## src/rtl/multicycle_controller_if.sv

```systemverilog
// multicycle_controller_if: decode inputs and datapath control outputs of the multicycle controller.
// The master side (datapath) drives op/Zero/mem_ready; the slave side (controller) drives the controls.
interface multicycle_controller_if;
    logic [6:0] op;
    logic       Zero;
    logic       mem_ready;
    logic       PCWrite;
    logic       IRWrite;
    logic       AdrSrc;
    logic       MemWrite;
    logic       RegWrite;
    logic [1:0] ResultSrc;
    logic [1:0] ALUSrcA;
    logic [1:0] ALUSrcB;
    logic [1:0] ALUOp;
    logic [1:0] ImmSrc;
    logic       illegal;
    modport master (
        output op, Zero, mem_ready,
        input  PCWrite, IRWrite, AdrSrc, MemWrite, RegWrite,
               ResultSrc, ALUSrcA, ALUSrcB, ALUOp, ImmSrc, illegal
    );
    modport slave (
        input  op, Zero, mem_ready,
        output PCWrite, IRWrite, AdrSrc, MemWrite, RegWrite,
               ResultSrc, ALUSrcA, ALUSrcB, ALUOp, ImmSrc, illegal
    );
endinterface

```

## src/rtl/multicycle_controller.sv

```systemverilog
// multicycle_controller: Moore FSM sequencing a multicycle RISC-V style datapath,
// with memory wait states and an absorbing trap for unsupported opcodes.
module multicycle_controller (
    input logic                  clk,
    input logic                  reset_n,
    multicycle_controller_if.slave bus
);
    typedef enum logic [3:0] {
        FETCH, DECODE, MEMADR, MEMREAD, MEMWB, MEMWRITE,
        EXECUTER, EXECUTEI, ALUWB, BEQ, JAL, TRAP
    } state_t;

    localparam logic [6:0] OP_LW  = 7'b0000011;
    localparam logic [6:0] OP_SW  = 7'b0100011;
    localparam logic [6:0] OP_R   = 7'b0110011;
    localparam logic [6:0] OP_I   = 7'b0010011;
    localparam logic [6:0] OP_BEQ = 7'b1100011;
    localparam logic [6:0] OP_JAL = 7'b1101111;

    state_t state, next;

    always_ff @(posedge clk or negedge reset_n)
        if (!reset_n) state <= FETCH;
        else          state <= next;

    always_comb begin
        next = state;
        case (state)
            FETCH:    next = bus.mem_ready ? DECODE : FETCH;
            DECODE:   next = (bus.op == OP_LW || bus.op == OP_SW) ? MEMADR :
                             (bus.op == OP_R)   ? EXECUTER :
                             (bus.op == OP_I)   ? EXECUTEI :
                             (bus.op == OP_BEQ) ? BEQ :
                             (bus.op == OP_JAL) ? JAL : TRAP;
            MEMADR:   next = (bus.op == OP_LW) ? MEMREAD : MEMWRITE;
            MEMREAD:  next = bus.mem_ready ? MEMWB : MEMREAD;
            MEMWRITE: next = bus.mem_ready ? FETCH : MEMWRITE;
            EXECUTER: next = ALUWB;
            EXECUTEI: next = ALUWB;
            JAL:      next = ALUWB;
            MEMWB:    next = FETCH;
            ALUWB:    next = FETCH;
            BEQ:      next = FETCH;
            TRAP:     next = TRAP;
            default:  next = FETCH;
        endcase
    end

    assign bus.ImmSrc = (bus.op == OP_SW)  ? 2'b01 :
                        (bus.op == OP_BEQ) ? 2'b10 :
                        (bus.op == OP_JAL) ? 2'b11 : 2'b00;

    // Reset forces FETCH, so gating the fetch strobes with reset_n keeps them low during reset.
    always_comb begin
        bus.PCWrite   = 1'b0;
        bus.IRWrite   = 1'b0;
        bus.AdrSrc    = 1'b0;
        bus.MemWrite  = 1'b0;
        bus.RegWrite  = 1'b0;
        bus.ResultSrc = 2'b00;
        bus.ALUSrcA   = 2'b00;
        bus.ALUSrcB   = 2'b00;
        bus.ALUOp     = 2'b00;
        bus.illegal   = 1'b0;
        case (state)
            FETCH: begin
                bus.ALUSrcB   = 2'b10;
                bus.ResultSrc = 2'b10;
                bus.IRWrite   = bus.mem_ready & reset_n;
                bus.PCWrite   = bus.mem_ready & reset_n;
            end
            DECODE: begin
                bus.ALUSrcA = 2'b01;
                bus.ALUSrcB = 2'b01;
            end
            MEMADR: begin
                bus.ALUSrcA = 2'b10;
                bus.ALUSrcB = 2'b01;
            end
            MEMREAD:  bus.AdrSrc = 1'b1;
            MEMWB: begin
                bus.ResultSrc = 2'b01;
                bus.RegWrite  = 1'b1;
            end
            MEMWRITE: begin
                bus.AdrSrc   = 1'b1;
                bus.MemWrite = 1'b1;
            end
            EXECUTER: begin
                bus.ALUSrcA = 2'b10;
                bus.ALUOp   = 2'b10;
            end
            EXECUTEI: begin
                bus.ALUSrcA = 2'b10;
                bus.ALUSrcB = 2'b01;
                bus.ALUOp   = 2'b10;
            end
            ALUWB:    bus.RegWrite = 1'b1;
            BEQ: begin
                bus.ALUSrcA = 2'b10;
                bus.ALUOp   = 2'b01;
                bus.PCWrite = bus.Zero;
            end
            JAL: begin
                bus.ALUSrcA = 2'b01;
                bus.ALUSrcB = 2'b10;
                bus.PCWrite = 1'b1;
            end
            TRAP:     bus.illegal = 1'b1;
            default: ;
        endcase
    end
endmodule

```

## src/flat_wrapper.sv

```systemverilog
// flat-port wrapper written by rule: the top's interface ports become plain ports
module multicycle_controller_flat 
  (clk, reset_n, bus_op, bus_Zero, bus_mem_ready, bus_PCWrite, bus_IRWrite, bus_AdrSrc, bus_MemWrite, bus_RegWrite, bus_ResultSrc, bus_ALUSrcA, bus_ALUSrcB, bus_ALUOp, bus_ImmSrc, bus_illegal);
  multicycle_controller_if bus_i ();
  input logic clk;
  input logic reset_n;
  input wire logic [$bits(bus_i.op)-1:0] bus_op;
  input wire logic [$bits(bus_i.Zero)-1:0] bus_Zero;
  input wire logic [$bits(bus_i.mem_ready)-1:0] bus_mem_ready;
  output wire logic [$bits(bus_i.PCWrite)-1:0] bus_PCWrite;
  output wire logic [$bits(bus_i.IRWrite)-1:0] bus_IRWrite;
  output wire logic [$bits(bus_i.AdrSrc)-1:0] bus_AdrSrc;
  output wire logic [$bits(bus_i.MemWrite)-1:0] bus_MemWrite;
  output wire logic [$bits(bus_i.RegWrite)-1:0] bus_RegWrite;
  output wire logic [$bits(bus_i.ResultSrc)-1:0] bus_ResultSrc;
  output wire logic [$bits(bus_i.ALUSrcA)-1:0] bus_ALUSrcA;
  output wire logic [$bits(bus_i.ALUSrcB)-1:0] bus_ALUSrcB;
  output wire logic [$bits(bus_i.ALUOp)-1:0] bus_ALUOp;
  output wire logic [$bits(bus_i.ImmSrc)-1:0] bus_ImmSrc;
  output wire logic [$bits(bus_i.illegal)-1:0] bus_illegal;
  assign bus_i.op = bus_op;
  assign bus_i.Zero = bus_Zero;
  assign bus_i.mem_ready = bus_mem_ready;
  assign bus_PCWrite = bus_i.PCWrite;
  assign bus_IRWrite = bus_i.IRWrite;
  assign bus_AdrSrc = bus_i.AdrSrc;
  assign bus_MemWrite = bus_i.MemWrite;
  assign bus_RegWrite = bus_i.RegWrite;
  assign bus_ResultSrc = bus_i.ResultSrc;
  assign bus_ALUSrcA = bus_i.ALUSrcA;
  assign bus_ALUSrcB = bus_i.ALUSrcB;
  assign bus_ALUOp = bus_i.ALUOp;
  assign bus_ImmSrc = bus_i.ImmSrc;
  assign bus_illegal = bus_i.illegal;
  multicycle_controller u_core (.clk(clk), .reset_n(reset_n), .bus(bus_i));
endmodule
```

## config.mk

```make
export PLATFORM = sky130hd
export DESIGN_NAME = multicycle_controller_flat
export DESIGN_NICKNAME = d
export VERILOG_FILES = /design/src/rtl/multicycle_controller_if.sv /design/src/rtl/multicycle_controller.sv /design/src/flat_wrapper.sv
export SDC_FILE = /design/constraint.sdc
export NUM_CORES = 1
export LEC_CHECK = 0
export ABC_AREA = 1
export BUFFER_PORTS_ARGS = -buffer_cell sky130_fd_sc_hd__buf_2
export CELL_PAD_IN_SITES_DETAIL_PLACEMENT = 0
export CELL_PAD_IN_SITES_GLOBAL_PLACEMENT = 2
export CORE_MARGIN = 5
export CORE_UTILIZATION = 20
export CTS_CLUSTER_DIAMETER = 50
export CTS_CLUSTER_SIZE = 20
export DETAILED_ROUTE_END_ITERATION = 12
export PLACE_DENSITY = 0.76
export SLEW_MARGIN = 5
export SYNTH_ARGS = -nofsm -noshare
export SYNTH_HDL_FRONTEND = slang
export SYNTH_SLANG_ARGS = --single-unit
```

## constraint.sdc

```tcl
create_clock -name clk -period 1.9 [get_ports clk]
set_clock_uncertainty 0.15 [all_clocks]
set_input_delay 0.095 -clock clk [delete_from_list [all_inputs] [get_ports clk]]
set_output_delay 0.095 -clock clk [all_outputs]
set_load 0.05 [all_outputs]
```

-- Yosys cells after proc, flatten, opt, wreduce, memory -nomap -nowiden
Index checks and enable logic that the tools add are counted.
- register bits after elaboration: 4
- equal/unequal tests: 17
- reduce and logical (&&, ||, !) cells: 10
- muxes and demuxes: 23
- bitwise logic cells: 1
- operator list (cell ; number):
    4-bit one-hot mux with 7 select lines ; 1
    4-bit by 3-bit equality test with 1-bit output, second input constant ; 4
    4-bit equality test, second input constant ; 4
    4-bit two-way mux ; 4
    2-bit one-hot mux with 2 select lines ; 4
    7-bit by 6-bit equality test with 1-bit output, second input constant ; 2
    7-bit equality test, second input constant ; 2
    2-bit OR reduction ; 5
    3-bit two-way mux ; 3
    4-bit by 2-bit equality test with 1-bit output, second input constant ; 2
    7-bit by 2-bit equality test with 1-bit output, second input constant ; 1
    7-bit by 5-bit equality test with 1-bit output, second input constant ; 1
    1-bit two-way mux ; 7
    2-bit two-way mux ; 3
    3-bit OR reduction ; 2
    4-bit by 1-bit equality test with 1-bit output, second input constant ; 1
    4-bit zero test ; 1
    4-bit OR reduction ; 1
    1-bit one-hot mux with 3 select lines ; 1
    1-bit AND ; 1
    1-bit logical OR ; 1

-- Logic depth before layout (Yosys ltp)
Gate-level depths: netlist of run 1.
- word-level depth: 7
- depth in mapped cells: 7
- mapped depth without buffers: 7

-- Worst setup path before layout of run 1
OpenSTA, ideal clock, no wires.
- path kind: flip-flop to output port
- start point: register u_core.state[3]
- end point: output port bus_ALUSrcA[1]
- arrival: 1.768 ns
- stages on the path, launching flop included: 6
- required time: 1.655 ns
- buffers on the path: 0
- slack: -0.113 ns
- cell sequence: dfrtp_1 inv_1 nand2_2 nor2_1 nor2_1 nand2_1
- word-level cells in the longest chain between the ends: 3
- elaborated cells between the ends (all ways): 9
- classes of those cells: eq/ne: 6; mux: 1; reduce/logical: 2
- RTL lines (element ; RTL line ; source):
    start, declared ; multicycle_controller.sv:20 ; state_t state, next;
    start signal, assigned ; multicycle_controller.sv:24 ; else state <= next;
    4-bit equality test (tied with other cells) ; multicycle_controller.sv:65 ; case (state)
    4-bit OR reduction (no line) / 2-bit OR reduction (equally long branches) ; - ;
    2-bit one-hot mux with 2 select lines * ; multicycle_controller.sv:65 ;
    end, declared ; flat_wrapper.sv:16 ; output wire logic [$bits(bus_i.ALUSrcA)-1:0] bus_ALUSrcA;
Every way passes the cells marked *; elsewhere a longest branch is shown, timed or not.

-- Worst setup path in the final report of run 1
- start point: register u_core.state[1]
- end point: output port bus_PCWrite
- word-level cells in the longest chain between the ends: 2
- elaborated cells between the ends (all ways): 4
- classes of those cells: eq/ne: 2; mux: 1; reduce/logical: 1
- RTL lines (element ; RTL line ; source):
    4-bit equality test / 4-bit zero test (equally long branches) ; multicycle_controller.sv:65 ;
    1-bit one-hot mux with 3 select lines * ; multicycle_controller.sv:65 ;
    end, declared ; flat_wrapper.sv:10 ; output wire logic [$bits(bus_i.PCWrite)-1:0] bus_PCWrite;
Marks and branches as above.

==> results.md, run 1 <==
- Status: finished, final reports clean
- Dpl hpwl: 1.26 mm
- Leakage: 0.438 nW
- Syn_area_per_cell: 5.44 um2
- Starting DRC count in detailed routing: 7
- Max IR drop VDD: 0.933 mV
- Initial antenna violation count: 0
- Hold bufs inserted after CTS: 1
- Row cnt: 18
- DRT Pass-1 Iters: 4
- Largest net degree at the start of global routing: 8
- Ys Warns: 0
- CTS tree: yes
- CP bufs+invs: 2
- N_diodes: 0
- Pwr Density: 1920 nW/um2
- Vias in the first global route: between 500 and 600
- Critical Path Source: u_core.state[1]$_DFF_PN0_
- Critical path peak fanout: 6
- Clk root buf: clkbuf_4
- Share of cells above drive strength 1: 0.369
- Mapped cell area: 500 um2
- Setup TNS: 0 ns
- Setup Viol. Count Final: 0
- CP startpoint kind: register
- Worst path required time: 1.65 ns
- Delay-heaviest family, CP: simple AND/OR/NAND/NOR gates
- Fin crit share: 0.890
- Placed cell count: 148
- Routed WL per cell: just over 9 um
- Fmax: just under 600 MHz
- CTS Buf Count: 3
- Final Non-Filler Cells: 152
- Nets: between 100 and 150
- Post-synthesis adder-cell area fraction: 0
- Initial Utilization: 0.206
- Worst setup endpoint: bus_PCWrite
- Largest Register: u_core.state
- CTS Sinks: 4
- Most frequent CP cell: nand3_1
- Overall Global Routing Usage: 0.0812
- Max reg flops: 4
- Vias/cell: 4.11
- Sequential fraction of the synthesis area: 0.200
- Min-delay worst type: input port to asynchronous set/reset pin
- H-tree depth: 1
- Kind of critical path: register to output pin
- Post-Route WL: 1.39 mm
- Worst EP arrival: 1.45 ns
- Final hold vios: 0
- RSZ-0062 raised after global routing: no
- Grt ovf: 0
- Synth Area in XOR/XNOR: 0
- Slew margin rel.: 0.826
- Simple-gate portion of the synthesized area: 0.570
- Max Root-Sink Buffers: 2
- Die H: 60.0 um
- Crit-path cells: nor2_1, nand2_1, inv_2, nand3_1, nand3_1, buf_2
- R2r startpoint: u_core.state[1]$_DFF_PN0_
- Slowest cell delay on critical path: 0.43 ns
- I/O pin count: 27
- Port-buffer cells: 26
- Largest registers: u_core.state: 4 flops
- Compound-Gate Fraction of Synth Area: 0.0875
- CP Capture Type: output pin
- Tightest Pin Transition: 0.260 ns
- Commonest cells after routing, fill and taps aside: buf_2 (26), nand2_1 (24), nor2_1 (17), inv_1 (13), nand3_1 (10)
- Max-Cap Viols: 0
- Largest family of logic cells by synthesized area: simple AND/OR/NAND/NOR gates
- Area delta synth->final: 40.5%
- First-pass GRT wire length: 2.15 mm
- Cell count after synthesis: 92
- Detail Route Antenna Nets: 0
- Via count: ~620
- DRC: 0
- Post-synthesis mux area share: 0
- Post-CTS Resized: 0
- R2r endpoint: u_core.state[0]$_DFF_PN0_
- Die area: 3600 um2
- Clk_lat worst skew: 0.24 ns
- Worst-path clk slew: 0.04 ns
- Slew Limit Fails: 0
- Min cycle time layout: 1.69 ns
- Reg2reg path depth: 6
- Core Area: 2430 um2
- Postcts setup bufs: 0
- Reg2Reg Setup Slack: 0.57 ns
- Most common cell after layout, fill and taps aside: buf_2
- Yosys reg bits: 4
- Die width: roughly 60 um
- Gp weighted congestion: 0.738
- Crit path max-delay cell type: dfrtp_1
- Count of different cell masters after synthesis: 13
- Critical path depth in cells: 6
- Syn nets: 103
[metrics by stage]
step	area, um2	setup WS (ns)	utilization	power [mW]	hold slack, ns
2_1_floorplan	503	0.145	-	1.03	-0.351
3_3_place_gp	671	0.394	0.276	1.27	-0.238
3_5_place_dp	671	0.414	0.276	1.26	-0.236
4_1_cts	703	0.160	0.289	1.37	0.0466
5_1_grt	703	0.0322	0.289	1.46	0.0593
6_report	703	0.209	0.289	1.35	0.0482
[power by group]
group	internal (mW)	total, mW	switching [mW]
Sequential	0.126	0.178	0.0519
Clock	0.0706	0.105	0.0344
Combinational	0.249	1.07	0.817
[routing by layer]
metal,vias to the layer above,share of wire,global-route usage
met5,-,0,0
li1,344,-,-
met2,30,0.43,0.131
met4,0,0.034,0.0665
met1,245,0.40,0.0929
met3,5,0.13,0.0130
[how the worst min path moves through the flow]
stage | end | cells past startpoint
CTS | u_core.state[3]$_DFF_PN0_ | 2
floorplan | u_core.state[0]$_DFF_PN0_ | 0
detailed placement | u_core.state[3]$_DFF_PN0_ | 1
finish | u_core.state[3]$_DFF_PN0_ | 2
global route | u_core.state[1]$_DFF_PN0_ | 2
global placement | u_core.state[3]$_DFF_PN0_ | 1
[synth_stat cells, drive strengths merged]
| master | count | area (um2) |
|---|---|---|
| nand2 | 29 | 121 |
| nor2 | 22 | 108 |
| inv | 19 | 71.3 |
| nand3 | 10 | 50.1 |
| dfrtp | 4 | 100 |
| a21oi | 3 | 15.0 |
| o211ai | 3 | 22.5 |
| o22ai | 1 | 6.26 |
| or2 | 1 | 6.26 |
[logic make-up after synthesis]
kind of cell           Yosys count
and+or+nand+nor                 62
DFF                              4
buffers and inverters           19
AOI/OAI and AO/OA                7
[worst reg2reg max path, delay by kind of cell, from the launching register on]
family / cells / cell delay [ns]
flops: 1 / 0.43
simple gates: 4 / 0.43
buf+inv: 1 / 0.08
compound gates: 1 / 0.13
[cell type report]
cell class	count	area (um2)
Fill cell	293	1730
Multi-Input combinational cell	69	332
Timing Repair Buffer	27	140
Sequential cell	4	100
Inverter	19	71.3
Tap cell	30	37.5
Clock buffer	3	22.5
No activity file was read; power rests on OpenSTA's default activity.
==> run 2, diff against run 1 <==
Settings changed: CAP_MARGIN from default to 20, PLACE_DENSITY 0.76 to default, PLACE_DENSITY_LB_ADDON from default to 0.1.
==> results.md, run 2 (synthesis results as in run 1) <==
- Register Area: 100 um2 (unchanged)
- Clk_lat worst skew: 0.24 ns (about the same)
- Sw Ratio: 0.672 (was 0.670)
- Worst Hold Margin: 0.0572 ns (was 0.0482 ns)
- Dpl hpwl: 1.33 mm (was 1.26 mm)
- N_diodes: 0 (unchanged)
- Final hold vios: 0 (unchanged)
- Fin crit share: 0.900 (was 0.890)
- Die area: 3600 um2 (unchanged)
- Row cnt: 18 (unchanged)
- Hold bufs inserted after CTS: 1 (unchanged)
- Setup TNS: 0 ns (unchanged)
- Vias in the first global route: 591 (was 539)
- H-tree depth: 1 (unchanged)
- Combinational power share: 0.788 (was 0.790)
- Worst EP arrival: 1.46 ns (was 1.45 ns)
- Slew Limit Fails: 0 (unchanged)
- Initial antenna violation count: 0 (unchanged)
- I/O pin count: 27 (unchanged)
- Area delta synth->final: 40.5% (unchanged)
- Fmax: 585 MHz (was 591 MHz)
- Max IR drop VDD: 0.886 mV (was 0.933 mV)
- First-pass GRT wire length: 2.45 mm (was 2.15 mm)
- R2r endpoint: u_core.state[3]$_DFF_PN0_ (was u_core.state[0]$_DFF_PN0_)
- Starting DRC count in detailed routing: 4 (was 7)
- DRC: 0 (unchanged)
- Clk root buf: clkbuf_4 (unchanged)
- R2r startpoint: u_core.state[1]$_DFF_PN0_ (unchanged)
- CP startpoint kind: register (unchanged)
- Commonest cells after routing, fill and taps aside: buf_2 (26), nand2_1 (24), nor2_1 (17), inv_1 (13), nand3_1 (10) (unchanged)
- Clk pwr share: 0.078 (about the same)
- FILL cells: 290 (was 293)
- Largest net degree at the start of global routing: 8 (unchanged)
- Routed WL per cell: 9.74 um (was 9.16 um)
- Min-delay worst type: input port to asynchronous set/reset pin (unchanged)
- Reg2reg path depth: 7 (was 6)
- Largest Register: u_core.state (unchanged)
- Max Root-Sink Buffers: 2 (unchanged)
- Via count: 617 (was 624)
- CTS tree: yes (unchanged)
- Reg2Reg Setup Slack: 0.61 ns (was 0.57 ns)
- Gp weighted congestion: 0.748 (was 0.738)
- Status: finished, final reports clean (unchanged)
- Vias/cell: 4.06 (was 4.11)
- Largest registers: u_core.state: 4 flops (unchanged)
- Kind of critical path: register to output pin (unchanged)
- Most common cell after layout, fill and taps aside: buf_2 (unchanged)
- Share of cells above drive strength 1: 0.369 (unchanged)
- Tightest Pin Transition: 0.260 ns (about the same)
- Final Non-Filler Cells: 152 (unchanged)
- CP Capture Type: output pin (unchanged)
- RSZ-0062 raised after global routing: no (unchanged)
- Max-Cap Viols: 0 (unchanged)
- Max reg flops: 4 (unchanged)
- Min cycle time layout: 1.71 ns (was 1.69 ns)
- Setup Viol. Count Final: 0 (unchanged)
- Port-buffer cells: 26 (unchanged)
- Multi-input logic area: 332 um2 (unchanged)
- Placed cell count: 148 (unchanged)
- Worst path required time: 1.65 ns (about the same)
- Net Sw Power: 0.913 mW (was 0.904 mW)
- Leakage: 0.438 nW (unchanged)
- Postcts setup bufs: 0 (unchanged)
- Nets: 135 (unchanged)
- Pwr Density: 1930 nW/um2 (was 1920 nW/um2)
- DRT Pass-1 Iters: 4 (unchanged)
- Worst-path clk slew: 0.04 ns (about the same)
- Critical Path Source: u_core.state[2]$_DFF_PN0_ (was u_core.state[1]$_DFF_PN0_)
- CTS Buf Count: 3 (unchanged)
- Critical path peak fanout: 4 (was 6)
- Die H: 60.0 um (unchanged)
- P_int: 0.445 mW (about the same)
- Post-CTS Resized: 0 (unchanged)
- Post-Route WL: 1.48 mm (was 1.39 mm)
- CTS Sinks: 4 (unchanged)
- Initial Utilization: 0.206 (unchanged)
- Overall Global Routing Usage: 0.0892 (was 0.0812)
- Core Area: 2430 um2 (unchanged)
- Die width: 60.0 um (unchanged)
- Detail Route Antenna Nets: 0 (unchanged)
- Reg power frac: 0.134 (was 0.132)
- Slew margin rel.: 0.826 (about the same)
- Grt ovf: 0 (unchanged)
- Worst setup endpoint: bus_ALUSrcB[0] (was bus_PCWrite)
run 2: layer usage:
| metal | share of wire | GRT usage | vias up |
|---|---|---|---|
| met5 | 0 | 0 | - |
| met1 | 0.44 | 0.111 | 259 |
| met3 | 0.041 | 0.0130 | 3 |
| met2 | 0.51 | 0.151 | 11 |
| met4 | 0.012 | 0.0380 | 0 |
| li1 | - | - | 344 |
run 2: cell type report:
| type | count | area share |
|---|---|---|
| clock buffers | 3 | 0.0320 |
| inverters | 19 | 0.101 |
| multi-input cells | 69 | 0.472 |
| flip-flops and latches | 4 | 0.142 |
| well taps | 30 | 0.0534 |
| repair buffers | 27 | 0.199 |
run 2: through the flow:
step | area, um2 | setup slack (ns) | utilization | total power, mW
after floorplan | 503 | 0.145 | - | 1.03
after global placement | 671 | 0.414 | 0.276 | 1.28
after detailed placement | 671 | 0.424 | 0.276 | 1.27
after CTS | 703 | 0.166 | 0.289 | 1.38
after global routing | 703 | 0.0947 | 0.289 | 1.47
final | 703 | 0.190 | 0.289 | 1.36
run 2: worst min path at each step:
stage / from / to / depth (start not counted) / slack, ns
floorplan: reset_n / u_core.state[0]$_DFF_PN0_ / 0 / -0.35
global placement: reset_n / u_core.state[2]$_DFF_PN0_ / 1 / -0.24
detailed placement: reset_n / u_core.state[2]$_DFF_PN0_ / 1 / -0.24
CTS: reset_n / u_core.state[0]$_DFF_PN0_ / 2 / 0.05
global route: reset_n / u_core.state[1]$_DFF_PN0_ / 2 / 0.09
finish: reset_n / u_core.state[2]$_DFF_PN0_ / 2 / 0.06
run 2: power by group through the flow:
stage	registers [mW]	clock network, mW	logic [mW]
3_5_place_dp	0.182	0	1.09
2_1_floorplan	0.171	0	0.862
3_3_place_gp	0.182	0	1.09
5_1_grt	0.190	0.115	1.16
6_report	0.182	0.106	1.07
4_1_cts	0.181	0.111	1.09
run 2: worst max-delay path, stage by stage, from the launching register on:
cell and delay (ns):
dfrtp_1 0.43, nor2_4 0.18, inv_2 0.07, nor2_4 0.11, inv_2 0.06, o211ai_1 0.08, buf_2 0.30
